<file path="src/rtl/raster_pixel_source.sv">
// Raster-ordered pixel stream source: emits one WIDTH x HEIGHT frame per
// accepted start, with selectable test patterns, optional horizontal
// blanking and a valid/ready handshake toward the line buffer.
module raster_pixel_source #(
    parameter int WIDTH       = 640,
    parameter int HEIGHT      = 480,
    parameter int PIXEL_WIDTH = 8,
    parameter int COL_WIDTH   = 10,
    parameter int ROW_WIDTH   = 9,
    parameter int HBLANK      = 0
) (
    input  logic                   clk,
    input  logic                   rst,
    input  logic                   start,
    input  logic [1:0]             pattern,
    input  logic                   ready,
    output logic                   valid,
    output logic [COL_WIDTH-1:0]   col,
    output logic [ROW_WIDTH-1:0]   row,
    output logic [PIXEL_WIDTH-1:0] pixel_out,
    output logic                   line_flag,
    output logic                   frame_done,
    output logic                   busy
);

    // Blank counter only ever holds HBLANK-1 down to 0.
    localparam int BLANK_WIDTH = (HBLANK > 1) ? $clog2(HBLANK) : 1;
    localparam logic [COL_WIDTH-1:0] COL_LAST = COL_WIDTH'(WIDTH - 1);
    localparam logic [ROW_WIDTH-1:0] ROW_LAST = ROW_WIDTH'(HEIGHT - 1);

    typedef enum logic [1:0] {
        ST_IDLE,
        ST_ACTIVE,
        ST_BLANK
    } state_t;

    state_t                 state_q, state_d;
    logic [COL_WIDTH-1:0]   col_q, col_d;
    logic [ROW_WIDTH-1:0]   row_q, row_d;
    logic [PIXEL_WIDTH-1:0] beat_q, beat_d;
    logic [1:0]             pat_q, pat_d;
    logic [BLANK_WIDTH-1:0] blank_q, blank_d;
    logic                   valid_q, valid_d;
    logic                   busy_q, busy_d;
    logic                   frame_done_q, frame_done_d;
    logic [PIXEL_WIDTH-1:0] pixel_q, pixel_d;
    logic                   line_flag_q, line_flag_d;

    function automatic logic [PIXEL_WIDTH-1:0] pattern_pixel(
        input logic [1:0]             p,
        input logic [COL_WIDTH-1:0]   c,
        input logic [ROW_WIDTH-1:0]   r,
        input logic [PIXEL_WIDTH-1:0] n
    );
        case (p)
            2'd0:    return n;
            2'd1:    return PIXEL_WIDTH'(c);
            2'd2:    return PIXEL_WIDTH'(r);
            default: return PIXEL_WIDTH'(c) ^ PIXEL_WIDTH'(r);
        endcase
    endfunction

    // Next-state, coordinate advance and registered-output precomputation.
    always_comb begin
        state_d      = state_q;
        col_d        = col_q;
        row_d        = row_q;
        beat_d       = beat_q;
        pat_d        = pat_q;
        blank_d      = blank_q;
        valid_d      = valid_q;
        busy_d       = busy_q;
        frame_done_d = 1'b0;

        case (state_q)
            ST_IDLE: begin
                valid_d = 1'b0;
                busy_d  = 1'b0;
                // A start coinciding with the frame_done pulse is dropped.
                if (start && !frame_done_q) begin
                    state_d = ST_ACTIVE;
                    pat_d   = pattern;
                    col_d   = '0;
                    row_d   = '0;
                    beat_d  = '0;
                    valid_d = 1'b1;
                    busy_d  = 1'b1;
                end
            end
            ST_ACTIVE: begin
                if (valid_q && ready) begin
                    beat_d = beat_q + 1'b1;
                    if (col_q == COL_LAST) begin
                        if (row_q == ROW_LAST) begin
                            state_d      = ST_IDLE;
                            valid_d      = 1'b0;
                            frame_done_d = 1'b1;
                        end else begin
                            col_d = '0;
                            row_d = row_q + 1'b1;
                            if (HBLANK > 0) begin
                                state_d = ST_BLANK;
                                valid_d = 1'b0;
                                blank_d = BLANK_WIDTH'(HBLANK - 1);
                            end
                        end
                    end else begin
                        col_d = col_q + 1'b1;
                    end
                end
            end
            ST_BLANK: begin
                if (blank_q == '0) begin
                    state_d = ST_ACTIVE;
                    valid_d = 1'b1;
                end else begin
                    blank_d = blank_q - 1'b1;
                end
            end
            default: begin
                state_d = ST_IDLE;
                valid_d = 1'b0;
            end
        endcase

        // Pixel and line marker are computed from the next coordinates so the
        // outputs are registered yet aligned with the beat they describe.
        pixel_d     = valid_d ? pattern_pixel(pat_d, col_d, row_d, beat_d) : '0;
        line_flag_d = valid_d && (col_d == COL_LAST);
    end

    // State and output registers; reset aborts any frame in progress.
    always_ff @(posedge clk or posedge rst) begin
        if (rst) begin
            state_q      <= ST_IDLE;
            col_q        <= '0;
            row_q        <= '0;
            beat_q       <= '0;
            pat_q        <= '0;
            blank_q      <= '0;
            valid_q      <= 1'b0;
            busy_q       <= 1'b0;
            frame_done_q <= 1'b0;
            pixel_q      <= '0;
            line_flag_q  <= 1'b0;
        end else begin
            state_q      <= state_d;
            col_q        <= col_d;
            row_q        <= row_d;
            beat_q       <= beat_d;
            pat_q        <= pat_d;
            blank_q      <= blank_d;
            valid_q      <= valid_d;
            busy_q       <= busy_d;
            frame_done_q <= frame_done_d;
            pixel_q      <= pixel_d;
            line_flag_q  <= line_flag_d;
        end
    end

    assign valid      = valid_q;
    assign col        = col_q;
    assign row        = row_q;
    assign pixel_out  = pixel_q;
    assign line_flag  = line_flag_q;
    assign frame_done = frame_done_q;
    assign busy       = busy_q;

endmodule

</file>
<file path="config.mk">
export PLATFORM = sky130hd
export DESIGN_NAME = raster_pixel_source
export DESIGN_NICKNAME = d
export VERILOG_FILES = /design/src/rtl/raster_pixel_source.sv
export SDC_FILE = /design/constraint.sdc
export NUM_CORES = 1
export LEC_CHECK = 0
export ABC_AREA = 1
export CAP_MARGIN = 25
export CORE_ASPECT_RATIO = 0.9
export CORE_MARGIN = 2
export CORE_UTILIZATION = 55
export DETAILED_ROUTE_END_ITERATION = 12
export GPL_ROUTABILITY_DRIVEN = 0
export PLACE_DENSITY_LB_ADDON = 0.12
export SLEW_MARGIN = 10
export SYNTH_ARGS = -nofsm -noshare
export SYNTH_HDL_FRONTEND = slang
export SYNTH_SLANG_ARGS = --single-unit
</file>
<file path="constraint.sdc">
create_clock -name clk -period 2.4 [get_ports clk]
set_input_delay 0.48 -clock clk [delete_from_list [all_inputs] [get_ports clk]]
set_output_delay 0.48 -clock clk [all_outputs]
set_load 0.03 [all_outputs]
</file>
==> out/qor.txt <==
CTS tree - built
CTS Buffer Depth - 2
Post-Place Cell Area - 0.00323 mm²
die width - 78.5 µm
global route total overflow - 0
drt pass-1 iters - 5
final setup fails - 0
kind of critical path - flop to flop
f_max - 467 MHz
Synth Instances - 395
largest net degree at the start of global routing - 26
CTS buffer count - 5
reg2reg start - row[0]$_DFF_PP0_
worst skew pair latency - 0.30 ns
Final Max Tran Viols - 0
Via density - 5.57
tightest slew margin relative to the limit - 52.7%
Critical Path RT - 2.64 ns
total number of vias - 2820
hpwl dp - 5740 µm
H-Tree Depth - 2
first-pass GRT wire length - 12700 µm
IR Drop Worst-Case VDD - 228 µV
CP endpoint kind - flop
core area - 0.00483 mm²
reg2reg end - pixel_out[6]$_DFF_PP0_
unrepaired setup endpoints after global routing - no
fillers - 416
DRC errors left - 0
die area - 0.00558 mm²
GRT Overall Usage - 29.8%
Reg area - 0.00105 mm²
Leak - 0.00172 µW
post_cts resized - 0
row cnt - 24
Syn. warnings - 0
Antenna Nets Post-Route - 0
Slew @ Worst Pin - 0.705 ns
IO buf count - 36
Multi-input gate area - 0.00144 mm²
Setup crit start kind - flop
register bit total from synthesis - 42
Final Hold Fails - 0
initial antenna violation count - 0
CTS Hold Bufs - 0
Power Total - 1420 µW
layout cell share with drive strength beyond 1 - 12.7%
minimum clock period - 2.14 ns
crit-path max FO - 5
setup TNS - 0 ns
worst hold stages - 2
Synth cell types - 34
status - finished, final reports clean
synthesized area - 0.00275 mm²
Vert. Die Dim - 71.1 µm
# IOs - 37
Hold Crit Class - flop to flop
WHS Endpoint - busy$_DFFE_PP0N_
Area Growth Syn to Fin - 22.7%
worst reg2reg setup slack - 0.26 ns
# diodes - 0
worst r2r path cells - 11
synthesized net count - 404
min-delay src - busy$_DFFE_PP0N_
syn avg cell area - 6.96 µm²
crit path DAT - 2.38 ns
vias in the first global route - 2673
Avg WL per Cell - 15.2 µm
postcts setup bufs - 0
Max-Cap Viols - 0
period utilisation layout - 89.3%
Sink Count - 42
final std cell area, no fill - 0.00337 mm²
initial core utilization - 56.8%
root buf cell - clkbuf_8
initial detailed-routing violation count - 351
clock-pin slew on the worst setup and hold paths - 0.09 ns
sequential fraction of the synthesis area - 38.3%
clk_skew - 0.00593 ns
Total Routed Length - 7680 µm
Pwr per Cell Area - 422 mW/mm²
fin nets - 449
-- area by class of cell --
| class | count | share of cell area [%] |
|---|---|---|
| Multi-Input combinational cell | 291 | 42.8 |
| Clock inverter | 3 | 2.04 |
| Sequential cell | 42 | 31.2 |
| Tap cell | 65 | 2.41 |
| Inverter | 56 | 6.35 |
| Clock buffer | 5 | 2.04 |
| Timing Repair Buffer | 44 | 13.2 |
-- per-stage QoR --
step | hold slack (ns) | cells | utilization (%) | setup WS [ns]
after global routing | 0.548 | 506 | 69.7 | 0.0753
after floorplan | 0.469 | 395 | - | 0.454
after CTS | 0.486 | 506 | 69.7 | 0.329
after detailed placement | 0.464 | 498 | 66.9 | 0.105
after global placement | 0.465 | 498 | 66.9 | 0.0731
final | 0.483 | 506 | 69.7 | 0.257
-- flip-flops by register name (all words and copies together) (netlist names) --
signal and cells:
col 10, line_flag 1, pixel_out 8, frame_done 1, row 9, state_q 1, valid 1, beat_q 8
busy 1, pat_q 2
-- logic make-up (layout without fill, tap and decap cells) --
| logic type | count (synthesis) | in the layout | synth area share (%) |
|---|---|---|---|
| buf+inv | 62 | 108 | 9.24 |
| simple gates | 242 | 242 | 41.8 |
| fa+ha+maj | 3 | 3 | 1.37 |
| compound gates | 45 | 45 | 8.97 |
| xor+xnor | 1 | 1 | 0.319 |
| flops | 42 | 42 | 38.3 |
-- critical path: stages (launching register included) --
cell and delay (ns):
dfrtp_1 0.43, ha_1 0.22, nand2_1 0.11, nor2_2 0.16, inv_1 0.08, nor3_1 0.31, nand3b_1 0.13, nand2_1 0.19
nand3_1 0.17, nand3_1 0.11, nand2_1 0.06, nor2_1 0.09
-- cells in the mapped netlist --
library cell / n / area [µm²]
clkbuf_1: 1 / 3.75
buf_2: 2 / 10.0
nand3b_1: 3 / 22.5
nand2_1: 127 / 477
nor2_4: 5 / 56.3
nand2_4: 1 / 11.3
nor2_1: 34 / 128
inv_2: 4 / 15.0
nor2_8: 2 / 40.0
or2_1: 1 / 6.26
a21oi_2: 1 / 8.76
inv_4: 1 / 6.26
ha_1: 3 / 37.5
nand3_2: 4 / 40.0
nor3_1: 3 / 15.0
o21ai_1: 2 / 10.0
clkinv_2: 1 / 5.00
or2_2: 1 / 6.26
inv_1: 50 / 188
nand2_2: 10 / 62.6
a21oi_1: 13 / 65.1
o211ai_1: 1 / 7.51
nand3_4: 1 / 17.5
nand3_1: 36 / 180
buf_6: 1 / 11.3
xor2_1: 1 / 8.76
buf_4: 2 / 15.0
o21ai_2: 2 / 17.5
nor2_2: 6 / 37.5
dfrtp_1: 42 / 1050
o21ai_0: 24 / 120
o22ai_1: 1 / 6.26
nand4_1: 8 / 50.1
o21bai_2: 1 / 11.3
-- metal layers --
metal	GRT usage (%)	up-vias	share of wire, %
met3	3.83	25	8.8
met4	13.8	0	3.4
met5	0	-	0
met2	45.7	162	44
li1	-	1346	-
met1	42.4	1287	44
-- cells in the final DEF (no fill, tap or decap) --
cell type,netlist,routed
or2_1,1,1
clkinv_2,1,1
nand2_2,10,10
buf_12,0,2
xor2_1,1,1
nor2_1,34,34
clkdlybuf4s50_1,0,36
o21ai_2,2,2
nor2_8,2,2
nand2_4,1,1
clkbuf_8,0,5
o211ai_1,1,1
dfrtp_1,42,42
nand3_4,1,1
inv_2,4,4
o21bai_2,1,1
or2_2,1,1
ha_1,3,3
nand3_1,36,36
clkinv_4,0,1
buf_4,2,6
nand3_2,4,4
nor2_2,6,6
a21oi_1,13,13
o21ai_1,2,2
a21oi_2,1,1
o22ai_1,1,1
nor2_4,5,5
nand4_1,8,8
nor3_1,3,3
inv_4,1,1
bufinv_16,0,2
nand2_1,127,127
clkinv_1,0,1
inv_1,50,49
o21ai_0,24,24
nand3b_1,3,3
-- power by group --
part	switching [µW]	leakage (µW)	internal, µW
sequential	0	0.000524	707
clock	267	0.0000683	417
combinational	19.2	0.00113	12.1
-- worst max-delay path by stage --
stage / start / endpoint / cells after the start
after floorplan: col[1]$_DFF_PP0_ / pixel_out[0]$_DFF_PP0_ / 12
after global placement: ready / line_flag$_DFF_PP0_ / 11
after detailed placement: ready / pixel_out[2]$_DFF_PP0_ / 11
after CTS: col[0]$_DFF_PP0_ / pixel_out[2]$_DFF_PP0_ / 12
after global routing: row[0]$_DFF_PP0_ / pixel_out[6]$_DFF_PP0_ / 14
final: row[0]$_DFF_PP0_ / pixel_out[6]$_DFF_PP0_ / 11
Note: power is estimated with default switching activity, not from simulation.
